### src/rtl/camera_capture_pkg.sv
`default_nettype none
// ============================================================================
// Module      : camera_capture_pkg
// Description : Shared state encoding, default widths and error-bit indices
//               for the SYZYGY camera frame capture sequencer.
// Revision    : 1.0 - initial release
// ============================================================================
package camera_capture_pkg;

  typedef enum logic [1:0] {
    ST_IDLE     = 2'd0,
    ST_WAIT_SOF = 2'd1,
    ST_LINE     = 2'd2,
    ST_GAP      = 2'd3
  } state_e;

  localparam int WORDS_W_DEF = 10;
  localparam int LINES_W_DEF = 12;
  localparam int FCNT_W_DEF  = 16;
  localparam int PIX_W       = 40;   // one word = 4 pixels x 10 bits

  localparam int ERR_W    = 3;
  localparam int ERR_SYNC = 0;
  localparam int ERR_GEOM = 1;
  localparam int ERR_OVF  = 2;

endpackage
`default_nettype wire

### src/rtl/camera_geom_counter.sv
`default_nettype none
// ============================================================================
// Module      : camera_geom_counter
// Description : Word/line counters with frame sizes latched at start of frame.
//               Reports last word of a line, last line of a frame and a
//               line that ended early.
// Revision    : 1.0 - initial release
// ============================================================================
module camera_geom_counter
  import camera_capture_pkg::*;
#(
  parameter int WORDS_W = WORDS_W_DEF,
  parameter int LINES_W = LINES_W_DEF
) (
  input  logic               clk,
  input  logic               reset_b,
  input  logic               start_i,
  input  logic [WORDS_W-1:0] exp_words_i,
  input  logic [LINES_W-1:0] exp_lines_i,
  input  logic               word_en_i,
  input  logic               in_line_i,
  input  logic               line_valid_i,
  output logic               last_word_o,
  output logic               last_line_o,
  output logic               short_line_o
);

  logic [WORDS_W-1:0] exp_w_q, exp_w_d;
  logic [LINES_W-1:0] exp_l_q, exp_l_d;
  logic [WORDS_W-1:0] word_cnt_q, word_cnt_d;
  logic [LINES_W-1:0] line_cnt_q, line_cnt_d;

  // Latched sizes are never zero, so exp_w_q - 1 cannot underflow mid-frame.
  assign last_word_o  = (word_cnt_q == (exp_w_q - WORDS_W'(1)));
  assign last_line_o  = (line_cnt_q == exp_l_q);
  assign short_line_o = in_line_i && !line_valid_i;

  // Next-state: latch sizes on start, advance word/line on each accepted word.
  always_comb begin
    exp_w_d    = exp_w_q;
    exp_l_d    = exp_l_q;
    word_cnt_d = word_cnt_q;
    line_cnt_d = line_cnt_q;
    if (start_i) begin
      exp_w_d    = (exp_words_i == '0) ? WORDS_W'(1) : exp_words_i;
      exp_l_d    = (exp_lines_i == '0) ? LINES_W'(1) : exp_lines_i;
      word_cnt_d = '0;
      line_cnt_d = '0;
    end else if (word_en_i) begin
      if (last_word_o) begin
        word_cnt_d = '0;
        line_cnt_d = line_cnt_q + LINES_W'(1);
      end else begin
        word_cnt_d = word_cnt_q + WORDS_W'(1);
      end
    end
  end

  // Counter and size registers.
  always_ff @(posedge clk) begin
    if (!reset_b) begin
      exp_w_q    <= '0;
      exp_l_q    <= '0;
      word_cnt_q <= '0;
      line_cnt_q <= '0;
    end else begin
      exp_w_q    <= exp_w_d;
      exp_l_q    <= exp_l_d;
      word_cnt_q <= word_cnt_d;
      line_cnt_q <= line_cnt_d;
    end
  end

endmodule
`default_nettype wire

### src/rtl/syzygy_camera_capture_ctrl.sv
`default_nettype none
// ============================================================================
// Module      : syzygy_camera_capture_ctrl
// Description : Frame capture sequencer between the HiSPi PHY and the frame
//               buffer writer. Arms single/continuous captures, checks line
//               and frame geometry, forwards words of well-formed frames.
// Revision    : 1.0 - initial release
// ============================================================================
module syzygy_camera_capture_ctrl
  import camera_capture_pkg::*;
#(
  parameter int WORDS_W = WORDS_W_DEF,
  parameter int LINES_W = LINES_W_DEF,
  parameter int FCNT_W  = FCNT_W_DEF
) (
  input  logic               clk,
  input  logic               reset_b,
  input  logic               capture_arm,
  input  logic               capture_continuous,
  input  logic               capture_abort,
  input  logic [WORDS_W-1:0] expected_words,
  input  logic [LINES_W-1:0] expected_lines,
  input  logic [PIX_W-1:0]   pix_data,
  input  logic               line_valid,
  input  logic               sync_sof,
  input  logic               sync_sol,
  input  logic               sync_eol,
  input  logic               sync_eof,
  input  logic               sync_error,
  output logic [PIX_W-1:0]   out_data,
  output logic               out_valid,
  output logic               out_sof,
  output logic               out_eol,
  input  logic               out_ready,
  output logic               busy,
  output logic               frame_done,
  output logic [FCNT_W-1:0]  frame_count,
  output logic               err_sync,
  output logic               err_geom,
  output logic               err_overflow,
  input  logic               err_clear
);

  state_e              state_q, state_d;
  logic [PIX_W-1:0]    out_data_q;
  logic                out_valid_q, out_sof_q, out_eol_q;
  logic                first_q, just_eol_q, frame_done_q;
  logic [FCNT_W-1:0]   frame_count_q;
  logic [ERR_W-1:0]    err_q, err_set;

  logic   word_accept, cnt_start, frame_done_d;
  logic   last_word, last_line, short_line, overflow;
  state_e rest_state;

  // Line boundaries are derived from word counts, so SOL/EOL pulses carry no
  // extra information here.
  logic unused_sync;
  assign unused_sync = sync_sol ^ sync_eol;

  assign overflow   = out_valid_q && !out_ready;
  assign rest_state = capture_continuous ? ST_WAIT_SOF : ST_IDLE;

  camera_geom_counter #(
    .WORDS_W (WORDS_W),
    .LINES_W (LINES_W)
  ) u_geom (
    .clk          (clk),
    .reset_b      (reset_b),
    .start_i      (cnt_start),
    .exp_words_i  (expected_words),
    .exp_lines_i  (expected_lines),
    .word_en_i    (word_accept),
    .in_line_i    (state_q == ST_LINE),
    .line_valid_i (line_valid),
    .last_word_o  (last_word),
    .last_line_o  (last_line),
    .short_line_o (short_line)
  );

  // Sequencer: event priority is abort > sync_error > sof > overflow > geometry.
  always_comb begin
    state_d      = state_q;
    word_accept  = 1'b0;
    cnt_start    = 1'b0;
    frame_done_d = 1'b0;
    err_set      = '0;
    case (state_q)
      ST_IDLE: begin
        if (capture_arm || capture_continuous) state_d = ST_WAIT_SOF;
      end
      ST_WAIT_SOF: begin
        if (sync_sof) begin
          cnt_start = 1'b1;
          state_d   = ST_GAP;
        end
      end
      ST_GAP, ST_LINE: begin
        if (sync_error) begin
          err_set[ERR_SYNC] = 1'b1;
          state_d           = rest_state;
        end else if (sync_sof) begin
          // Unexpected SOF: drop this frame and start a fresh one on this pulse.
          err_set[ERR_SYNC] = 1'b1;
          cnt_start         = 1'b1;
          state_d           = ST_GAP;
        end else if (overflow) begin
          err_set[ERR_OVF] = 1'b1;
          state_d          = rest_state;
        end else if (state_q == ST_LINE) begin
          if (short_line) begin
            err_set[ERR_GEOM] = 1'b1;
            state_d           = rest_state;
          end else begin
            word_accept = 1'b1;
            state_d     = last_word ? ST_GAP : ST_LINE;
          end
        end else begin
          if (just_eol_q && line_valid) begin
            // Word straight after the eol word: the line was too long.
            err_set[ERR_GEOM] = 1'b1;
            state_d           = rest_state;
          end else if (sync_eof) begin
            if (last_line) begin
              frame_done_d = 1'b1;
            end else begin
              err_set[ERR_GEOM] = 1'b1;
            end
            state_d = rest_state;
          end else if (line_valid) begin
            word_accept = 1'b1;
            state_d     = last_word ? ST_GAP : ST_LINE;
          end
        end
      end
      default: state_d = ST_IDLE;
    endcase
    if (capture_abort) begin
      state_d      = ST_IDLE;
      word_accept  = 1'b0;
      cnt_start    = 1'b0;
      frame_done_d = 1'b0;
      err_set      = '0;
    end
  end

  // State, output word register, error flags and frame counter.
  always_ff @(posedge clk) begin
    if (!reset_b) begin
      state_q       <= ST_IDLE;
      out_data_q    <= '0;
      out_valid_q   <= 1'b0;
      out_sof_q     <= 1'b0;
      out_eol_q     <= 1'b0;
      first_q       <= 1'b0;
      just_eol_q    <= 1'b0;
      frame_done_q  <= 1'b0;
      frame_count_q <= '0;
      err_q         <= '0;
    end else begin
      state_q      <= state_d;
      out_valid_q  <= word_accept;
      out_sof_q    <= word_accept && first_q;
      out_eol_q    <= word_accept && last_word;
      just_eol_q   <= word_accept && last_word;
      frame_done_q <= frame_done_d;
      if (word_accept) out_data_q <= pix_data;
      if (cnt_start) begin
        first_q <= 1'b1;
      end else if (word_accept) begin
        first_q <= 1'b0;
      end
      if (frame_done_d) frame_count_q <= frame_count_q + FCNT_W'(1);
      err_q <= (err_clear ? '0 : err_q) | err_set;
    end
  end

  assign out_data     = out_data_q;
  assign out_valid    = out_valid_q;
  assign out_sof      = out_sof_q;
  assign out_eol      = out_eol_q;
  assign busy         = (state_q != ST_IDLE);
  assign frame_done   = frame_done_q;
  assign frame_count  = frame_count_q;
  assign err_sync     = err_q[ERR_SYNC];
  assign err_geom     = err_q[ERR_GEOM];
  assign err_overflow = err_q[ERR_OVF];

endmodule
`default_nettype wire

### config.mk
export PLATFORM = sky130hd
export DESIGN_NAME = syzygy_camera_capture_ctrl
export DESIGN_NICKNAME = d
export VERILOG_FILES = /design/src/rtl/camera_capture_pkg.sv /design/src/rtl/camera_geom_counter.sv /design/src/rtl/syzygy_camera_capture_ctrl.sv
export SDC_FILE = /design/constraint.sdc
export NUM_CORES = 1
export LEC_CHECK = 0
export CAP_MARGIN = 30
export CORE_MARGIN = 4
export CORE_UTILIZATION = 30
export CTS_BUF_LIST = sky130_fd_sc_hd__clkbuf_8
export DETAILED_ROUTE_END_ITERATION = 16
export GPL_ROUTABILITY_DRIVEN = 0
export PLACE_DENSITY = 0.66
export SYNTH_ARGS = -nofsm -noshare
export SYNTH_HDL_FRONTEND = slang
export SYNTH_HIERARCHICAL = 1
export SYNTH_SLANG_ARGS = --single-unit
### constraint.sdc
create_clock -name clk -period 3.05 [get_ports clk]
set_input_delay 0.915 -clock clk [delete_from_list [all_inputs] [get_ports clk]]
set_output_delay 0.915 -clock clk [all_outputs]
set_load 0.1 [all_outputs]
Word-level counts from Yosys, hierarchy flattened --
Index checks and enable logic that the tools add are counted.
Operators by class: $add $sub $neg 4, equality and inequality tests 8, bitwise gates (word level) 2, mux-type cells 54, reduce and logical (&&, ||, !) cells 18
Operators by type and width (number):
- two-way mux 1 bit | 34
- two-way mux 2 bit | 12
- two-way mux 10 bit | 2
- adder 16 x 1 -> 16 bit (second input constant) | 1
- adder 12 x 1 -> 12 bit (second input constant) | 1
- == test 12 bit | 1
- zero test 12 bit | 1
- two-way mux 12 bit | 1
- adder 10 x 1 -> 10 bit (second input constant) | 1
- == test 10 bit | 1
- zero test 10 bit | 1
- subtractor 10 x 1 -> 10 bit (second input constant) | 1
- two-way mux 3 bit | 3
- != test 8 x 7 -> 1 bit (second input constant) | 1
- case mux 2 bit (3 select lines) | 1
- OR reduction 2 bit | 3
- logical AND 1 bit | 5
- == test 2 bit (second input constant) | 2
- != test 2 bit (second input constant) | 2
- nonzero test 2 bit | 2
- bitwise OR 3 bit | 1
- AND reduction 3 bit | 1
- == test 2 x 1 -> 1 bit (second input constant) | 1
- zero test 1 bit | 2
- 5 further kinds | 5
Storage, ports and cells: flip-flop bits (word level) 110, bits of input ports 75, logic and storage cells 99, output and inout bits 64

Depth between registers and ports, before layout --
Gate-level depths: netlist of the first run.
depth in word-level cells 11, gate-level depth with buffers 15, gate-level depth less buffers 11

Modules after synthesis --
Netlist of the first run, hierarchy kept.
By module, submodules not included:
- syzygy_camera_capture_ctrl | area each 2865.2 um^2, seq. area each 1321.3 um^2, instances 1, cells each 343
- camera_geom_counter | area each 2392.3 um^2, seq. area each 880.8 um^2, instances 1, cells each 282

Least setup slack after synthesis of the first run --
No wires, ideal clock.
path kind input to register, from in sync_sof, to reg u_geom.line_cnt_q[11], path slack -19 ps, arrival time 2953 ps, path buffers 2, library setup time 116 ps, stages 11, required time 2934 ps, path through nor4b_2 o211ai_1 clkbuf_1 nor2_1 clkbuf_1 nand3_1 nor2_1 inv_1 nor2_1 a31oi_1 a41o_1
Between the ends: longest elaborated chain between the ends 5, elaborated cells on any way between the ends 10, those cells by class mux (8); reduce/logical (2)
RTL lines:
- start, declared | line syzygy_camera_capture_ctrl.sv:25 | input logic sync_sof,
- two-way mux 1 bit | line syzygy_camera_capture_ctrl.sv:101 | end else if (sync_sof) begin
- two-way mux 1 bit | line syzygy_camera_capture_ctrl.sv:98 | if (sync_error) begin
- two-way mux 1 bit | line syzygy_camera_capture_ctrl.sv:87 | case (state_q)
- two-way mux 1 bit | line syzygy_camera_capture_ctrl.sv:137 | if (capture_abort) begin
- via word_accept | line syzygy_camera_capture_ctrl.sv:51 | logic word_accept, cnt_start, frame_done_d;
- AND reduction 2 bit (no source line)
- end signal, assigned | line camera_geom_counter.sv:70 | line_cnt_q <= line_cnt_d;
- end, declared | line camera_geom_counter.sv:31 | logic [LINES_W-1:0] line_cnt_q, line_cnt_d;
The timed path passes the listed nets, and every way through them passes these cells. A chain may end at the register's enable or synchronous reset.

Worst setup path in the final report of the first run --
from in line_valid, to reg u_geom.line_cnt_q[11]
Between the ends: longest elaborated chain between the ends 10, elaborated cells on any way between the ends 14, those cells by class mux (10); reduce/logical (4)
RTL lines:
- start, declared | line syzygy_camera_capture_ctrl.sv:24 | input logic line_valid,
- zero test 1 bit | line camera_geom_counter.sv:36 | assign short_line_o = in_line_i && !line_valid_i;
- logical AND 1 bit | line camera_geom_counter.sv:36
- via short_line | line syzygy_camera_capture_ctrl.sv:52 | logic last_word, last_line, short_line, overflow;
- two-way mux 1 bit | line syzygy_camera_capture_ctrl.sv:110 | if (short_line) begin
- two-way mux 1 bit | line syzygy_camera_capture_ctrl.sv:109 | end else if (state_q == ST_LINE) begin
- two-way mux 1 bit | line syzygy_camera_capture_ctrl.sv:106 | end else if (overflow) begin
- two-way mux 1 bit | line syzygy_camera_capture_ctrl.sv:101
- two-way mux 1 bit | line syzygy_camera_capture_ctrl.sv:98
- two-way mux 1 bit | line syzygy_camera_capture_ctrl.sv:87
- two-way mux 1 bit | line syzygy_camera_capture_ctrl.sv:137
- via word_accept | line syzygy_camera_capture_ctrl.sv:51
- AND reduction 2 bit (no source line)
The timed path passes the listed nets, and every way through them passes these cells.

==> impl_metrics.csv, run 1 <==
group,metric,value,unit
run_status,outcome,"finished clean",
cts,cts_buffers,9,
sta,setup_violations,0,
routing,postRouteAntennaNets,0,
layout,layout_commonest_cell,"dfxtp_1",
routing,initialDrtViolationCount,254,
floorplan,die_x,140,um
placement,port_buffers,136,
layout,fillers,1747,
floorplan,initial_core_util,0.305,
worst_setup_path,crit_top_cell,"nor2_1",
cts,ctsResizeCount,0,
cts,clock_latency,380,ps
yosys,synth-adder-area-share,0.00952,
layout,fin_cells,989,
floorplan,io_pins,139,
yosys,synthSimpleGateAreaFrac,0.247,
cts,cts_setup_buffers,0,
floorplan,row_count,48,
sta,min_period,2880,ps
flow_run,cap_viol_max_count,0,
worst_hold_path,hold_depth,1,
yosys,ys_top_cells_by_area,"dfxtp_1 42%, a21oi_1 6.0%, mux2i_1 5.9%, nand3_1 5.0%, o21ai_0 4.3%",
sta,whs,470,ps
layout,layout-drive-gt1-share,0.178,
placement,post-place-cells,973,
layout,layout_common_cells,"110 x dfxtp_1, 90 x buf_4, 72 x clkdlybuf4s50_1",
yosys,avgSynthCellArea,8.41,um^2
layout,fin_area,7100,um^2
worst_setup_path,cpMaxStageDelayCell,"clkdlybuf4s50_1",
routing,drt_pre_antenna_iters,4,
yosys,synth-main-ff-cell,"dfxtp_1",
layout,final_nets,838,
sta,hold_violations,0,
pwr,p_per_area,402,nW/um^2
worst_setup_path,crit_type,"in2reg",
global_route,antenna_found_initial,0,
worst_setup_path,startpoint,"line_valid",
global_route,grt_pass1_wl,23300,um
routing,postRouteWirelength,14700,um
cts,htree_levels,3,
yosys,yosysWarnings,6,
yosys,ys_types,56,
worst_setup_path,path_delay_family,"simple AND/OR/NAND/NOR gates",
global_route,grt_use_total,0.144,
yosys,synthArstFlopShare,0,
floorplan,core_area,17200,um^2
sta,relSlewSlack,0.496,
cts,cts.hold.buffers_added,0,
worst_hold_path,holdCritStartpoint,"first_q",
worst_setup_path,reg2reg_slack,490,ps
yosys,syn_nets,704,
pwr,p_leak,2.60,nW
routing,drc_errors,0,
yosys,synth_top_cell_by_area,"dfxtp_1",
worst_setup_path,path_buf_inv,3,
routing,post_drt_wl_per_cell,14.9,um
pwr,ir_worst_vdd,0.000280,V
yosys,netlist_area,5260,um^2
sta,worst_pin_slew,756,ps
worst_setup_path,critical_path_arrival,3160,ps
global_route,grt_pass1_vias,4491,
global_route,grt_max_degree,43,
worst_setup_path,critical_path_required,3330,ps
yosys,synthXorXnorAreaFrac,0.0533,
routing,vias,4955,
yosys,muxShareOfSynthArea,0.0612,
global_route,overflow,0,
placement,dp.final_hpwl,10500,um
yosys,synth-seq-area-share,0.419,
floorplan,die_y,140,um
sta,fin_skew,15.2,ps
worst_setup_path,critPathMaxFanout,4,
worst_setup_path,worstReg2RegEnd,"frame_count[10]",
yosys,synth_compound_area_frac,0.162,
worst_setup_path,end_kind,"flip-flop",
worst_setup_path,r2r_start,"u_geom/line_cnt_q[4]",
yosys,synth_top_area_share,0.419,
sta,fmax,347,MHz
yosys,synth_top_family_by_area,"simple AND/OR/NAND/NOR gates",
yosys,synth-edff-count,0,
cts,cts_tree,"yes",
layout,finish.utilization,0.412,
worst_hold_path,hp-class,"reg2reg",
floorplan,die_area,19700,um^2
worst_setup_path,reg2reg_depth,7,
sta,rsz0062_at_grt,"no",
worst_setup_path,startpoint_type,"input port",
sta,maxSlewViolCount,0,
yosys,synthesis.instances,625,
cts,clk_pin_slew,100,ps
placement,place_area,6840,um^2
worst_setup_path,cp_cell_sequence,"clkdlybuf4s50_1 -> nor2b_1 -> or3b_1 -> o31a_1 -> nor2_1 -> buf_4 -> nand3_1 -> nor2_1 -> inv_1 -> nor2_1 -> a31oi_1 -> a41o_1",
cts,cts_root_buf,"clkbuf_8",
sta,fin_crit_sh,0.944,
yosys,synth_seq_cells,110,
worst_setup_path,max_stage_delay,500,ps
routing,vias_per_cell,5.01,
cts,cts_buffer_depth,2,
worst_hold_path,whs_endpoint,"out_sof",
layout,area_growth,35.0,%
cts,cts.sinks,110,
layout,antenna_cells,0,
## sequential cells by signal, summed over array words and instances, names as in the netlist
name	flops
out_sof	1
just_eol_q	1
frame_count	16
u_geom/line_cnt_q	12
out_valid	1
state_q	2
frame_done	1
first_q	1
u_geom/exp_l_q	12
u_geom/word_cnt_q	10
err_q	3
u_geom/exp_w_q	10
out_data	40
## layer usage
layer / vias to the layer above / part of all wire / track usage
li1: 2500 / - / -
met1: 2317 / 0.48 / 0.201
met2: 120 / 0.45 / 0.224
met3: 18 / 0.048 / 0.0253
met4: 0 / 0.019 / 0.0484
met5: - / 0 / 0
## cell usage after synthesis, drive strengths merged, types with 5 or more instances
master / n
or4: 9
nand4: 12
or2: 9
or3: 8
a21oi: 63
o31ai: 8
a31oi: 5
inv: 14
nor3: 12
xnor2: 22
nor2b: 9
clkbuf: 33
xor2: 10
nand3: 53
nor2: 44
a31o: 5
nand2b: 10
nand3b: 5
buf: 10
dfxtp: 110
nor4: 12
nand2: 43
o21ai: 45
mux2i: 31
and3: 5
## stage by stage
| stage | setup TNS [ps] | power (W) | setup slack (ps) |
|---|---|---|---|
| 3_3_place_gp | -649 | 0.00178 | -135 |
| 3_5_place_dp | -937 | 0.00178 | -174 |
| 5_1_grt | 0 | 0.00298 | 38.9 |
| 6_report | 0 | 0.00285 | 171 |
| 4_1_cts | 0 | 0.00291 | 242 |
| 2_1_floorplan | 0 | 0.00163 | 93.0 |
## final cells by class
class                      instances  area, um^2  area share
clock buffer                      11         151      0.0213
tap                              225         282      0.0397
timing repair buffer             166        1480       0.208
inverter                          15        56.3     0.00793
clock inverter                     5         104      0.0146
multi-input combinational        457        2830       0.398
sequential                       110        2200       0.310
## where the power goes
part / switching (W) / total (W) / internal, W
combinational: 0.000143 / 0.000292 / 0.000149
sequential: 0.00000989 / 0.00145 / 0.00144
clock: 0.000515 / 0.00111 / 0.000593
## how the worst max path moves through the flow
stage | to | slack, ps | cells after the start
floorplan | u_geom/line_cnt_q[11] | 90 | 11
global placement | u_geom/line_cnt_q[11] | -140 | 12
detailed placement | u_geom/line_cnt_q[11] | -170 | 12
CTS | u_geom/line_cnt_q[11] | 240 | 12
global route | u_geom/line_cnt_q[11] | 40 | 12
finish | u_geom/line_cnt_q[11] | 170 | 12
## cell families after synthesis
logic type / after synthesis
fa+ha+maj: 4
compound gates: 146
buf+inv: 58
flops: 110
mux: 32
xor+xnor: 32
simple gates: 243
(Power assumes the default switching activity.)
==> run 2: changes to the inputs <==
--- a/config.mk
+++ b/config.mk
@@ -6,7 +6,7 @@
 export NUM_CORES = 1
 export LEC_CHECK = 0
 export CAP_MARGIN = 30
-export CORE_MARGIN = 4
+export CORE_MARGIN = 5
 export CORE_UTILIZATION = 30
 export CTS_BUF_LIST = sky130_fd_sc_hd__clkbuf_8
 export DETAILED_ROUTE_END_ITERATION = 16
==> run 2 against run 1 <==
  * Power is 9.3% lower
  * Sequential share of layout area up 0.37 points
  * Final area decreased by 1.2%
  * Flip-flop and latch count did not move
  * Global-route usage fell by 0.34 points
  * Critical path depth unchanged
  * Die area increased by 2.9%
  * Core utilization is 0.48 points lower
  * Fmax rose by 0.78%
  * First-iteration DRC count up 11%
  * Largest power group unchanged
==> impl_metrics.csv, run 2 (synthesis results as in run 1) <==
group,metric,value,unit
layout,area_growth,33.4,%
global_route,grtUsageMet2,0.218,
worst_setup_path,worstReg2RegEnd,"frame_count[10]",
pwr,p_per_area,369,nW/um^2
global_route,grt-busiest-layer,"met2",
placement,port_buffers,136,
sta,fin_crit_sh,0.937,
placement,place_ws,-183,ps
cts,htree_levels,3,
routing,vias,4925,
cts,cts.sinks,110,
sta,hold_violations,0,
placement,place_area,6830,um^2
worst_setup_path,cpMaxStageDelayCell,"clkdlybuf4s50_1",
floorplan,die_area,20300,um^2
worst_setup_path,crit_top_cell,"nor2_1",
sta,fin_ws,193,ps
sta,whs,464,ps
global_route,grt_pass1_vias,4444,
cts,cts_buffers,9,
routing,post_drt_wl_per_cell,14.7,um
floorplan,die_y,142,um
cts,cts_setup_buffers,0,
worst_setup_path,startpoint_type,"input port",
cts,ctsResizeCount,0,
layout,fin_area,7020,um^2
global_route,grt_use_total,0.140,
layout,layout-drive-gt1-share,0.177,
sta,fin_skew,17.0,ps
worst_hold_path,hp-class,"reg2reg",
routing,drt_pre_antenna_iters,4,
cts,cts.hold.buffers_added,0,
placement,dp.final_hpwl,10500,um
pwr,ir_worst_vdd,0.000190,V
sta,maxSlewViolCount,0,
sta,setup_violations,0,
layout,fillers,1743,
run_status,outcome,"finished clean",
worst_hold_path,holdCritStartpoint,"first_q",
floorplan,io_pins,139,
layout,largest_reg_flops,40,
floorplan,row_count,48,
worst_setup_path,critical_path_arrival,3130,ps
pwr,p_leak,2.56,nW
floorplan,die_x,142,um
global_route,overflow,0,
global_route,antenna_found_initial,0,
floorplan,core_area,17200,um^2
global_route,use_met3,0.0272,
layout,layout_common_cells,"110 x dfxtp_1, 91 x buf_4, 72 x clkdlybuf4s50_1",
global_route,grt_pass1_wl,23200,um
layout,multiInputGateArea,2830,um^2
routing,postRouteWirelength,14600,um
worst_setup_path,r2r_start,"u_geom/line_cnt_q[8]",
cts,cts_root_buf,"clkbuf_8",
sta,min_period,2860,ps
sta,fmax,350,MHz
worst_setup_path,end_kind,"flip-flop",
worst_setup_path,critPathMaxFanout,5,
layout,final_nets,838,
worst_setup_path,max_stage_delay,470,ps
routing,postRouteAntennaNets,0,
worst_setup_path,reg2reg_slack,440,ps
cts,cts_buffer_depth,2,
layout,finish.utilization,0.407,
global_route,grt_use_met1,0.196,
pwr,power.total,0.00259,W
layout,regArea,2200,um^2
cts,clk_pin_slew,110,ps
flow_run,cap_viol_max_count,0,
layout,layout_commonest_cell,"dfxtp_1",
worst_hold_path,whs_endpoint,"out_sof",
worst_setup_path,critical_path_required,3320,ps
cts,cts_tree,"yes",
worst_setup_path,reg2reg_depth,7,
worst_setup_path,cp_cell_sequence,"clkdlybuf4s50_1 -> nor2b_1 -> or3b_1 -> o31a_1 -> nor2_1 -> buf_4 -> nand3_1 -> nor2_1 -> inv_1 -> nor2_1 -> a31oi_1 -> a41o_1",
routing,vias_per_cell,4.97,
sta,relSlewSlack,0.582,
cts,clock_latency,380,ps
sta,rsz0062_at_grt,"no",
routing,drc_errors,0,
global_route,grt_max_degree,52,
worst_setup_path,crit_type,"in2reg",
routing,initialDrtViolationCount,281,
worst_hold_path,hold_depth,1,
sta,worst_pin_slew,622,ps
floorplan,initial_core_util,0.305,
## run 2: changes by cell type in the layout (fill, tap and decap cells not counted)
cell        change
clkinv_2        -1
buf_12          -1
clkinv_4        +1
clkinvlp_4      +2
clkbuf_8        -1
buf_4           +1
diode_2         +1
bufinv_16       -3
inv_1           +1
inv_6           +1
## run 2: worst max-delay path by stage
stage	startpoint	endpoint	slack, ps
2_1_floorplan	sync_sof	u_geom/line_cnt_q[11]	90
3_3_place_gp	line_valid	u_geom/line_cnt_q[9]	-190
3_5_place_dp	line_valid	u_geom/line_cnt_q[11]	-180
4_1_cts	line_valid	u_geom/line_cnt_q[9]	240
5_1_grt	line_valid	u_geom/line_cnt_q[9]	30
6_report	line_valid	u_geom/line_cnt_q[9]	190
## run 2: per-stage QoR
stage	cells	TNS, ps
4_1_cts	989	0
3_3_place_gp	973	-767
2_1_floorplan	625	0
6_report	990	0
5_1_grt	989	0
3_5_place_dp	973	-585
## run 2: critical path, delay by kind of cell
kind	cells	cell delay [ps]
and+or+nand+nor	6	1050
buffers and inverters	3	700
AOI/OAI and AO/OA	3	460
## run 2: cell type report
class	count	share of cell area
antenna	1	0.000357
clock buffer	10	0.0196
sequential	110	0.314
clock inverter	6	0.00642
multi-input combinational	457	0.403
timing repair buffer	166	0.209
tap	225	0.0401
inverter	15	0.00803
## run 2: power breakdown
part | leakage [nW] | internal (W) | switching [W]
clock network | 0.0907 | 0.000325 | 0.000519
logic | 1.58 | 0.000148 | 0.000143
registers | 0.887 | 0.00144 | 0.0000100
total | 2.56 | 0.00192 | 0.000672
## run 2: per-layer routing
layer / share of wire / up-vias
li1: - / 2498
met4: 0.010 / 0
met2: 0.46 / 116
met1: 0.47 / 2302
met3: 0.066 / 9
met5: 0 / -
==> run 3: changes to the inputs <==
--- a/config.mk
+++ b/config.mk
@@ -9,6 +9,7 @@
 export CORE_MARGIN = 5
 export CORE_UTILIZATION = 30
 export CTS_BUF_LIST = sky130_fd_sc_hd__clkbuf_8
+export CTS_CLUSTER_DIAMETER = 40
 export DETAILED_ROUTE_END_ITERATION = 16
 export GPL_ROUTABILITY_DRIVEN = 0
 export PLACE_DENSITY = 0.66
==> results of run 3 <==
Final layout, timing and power as in run 2 (identical DEF).
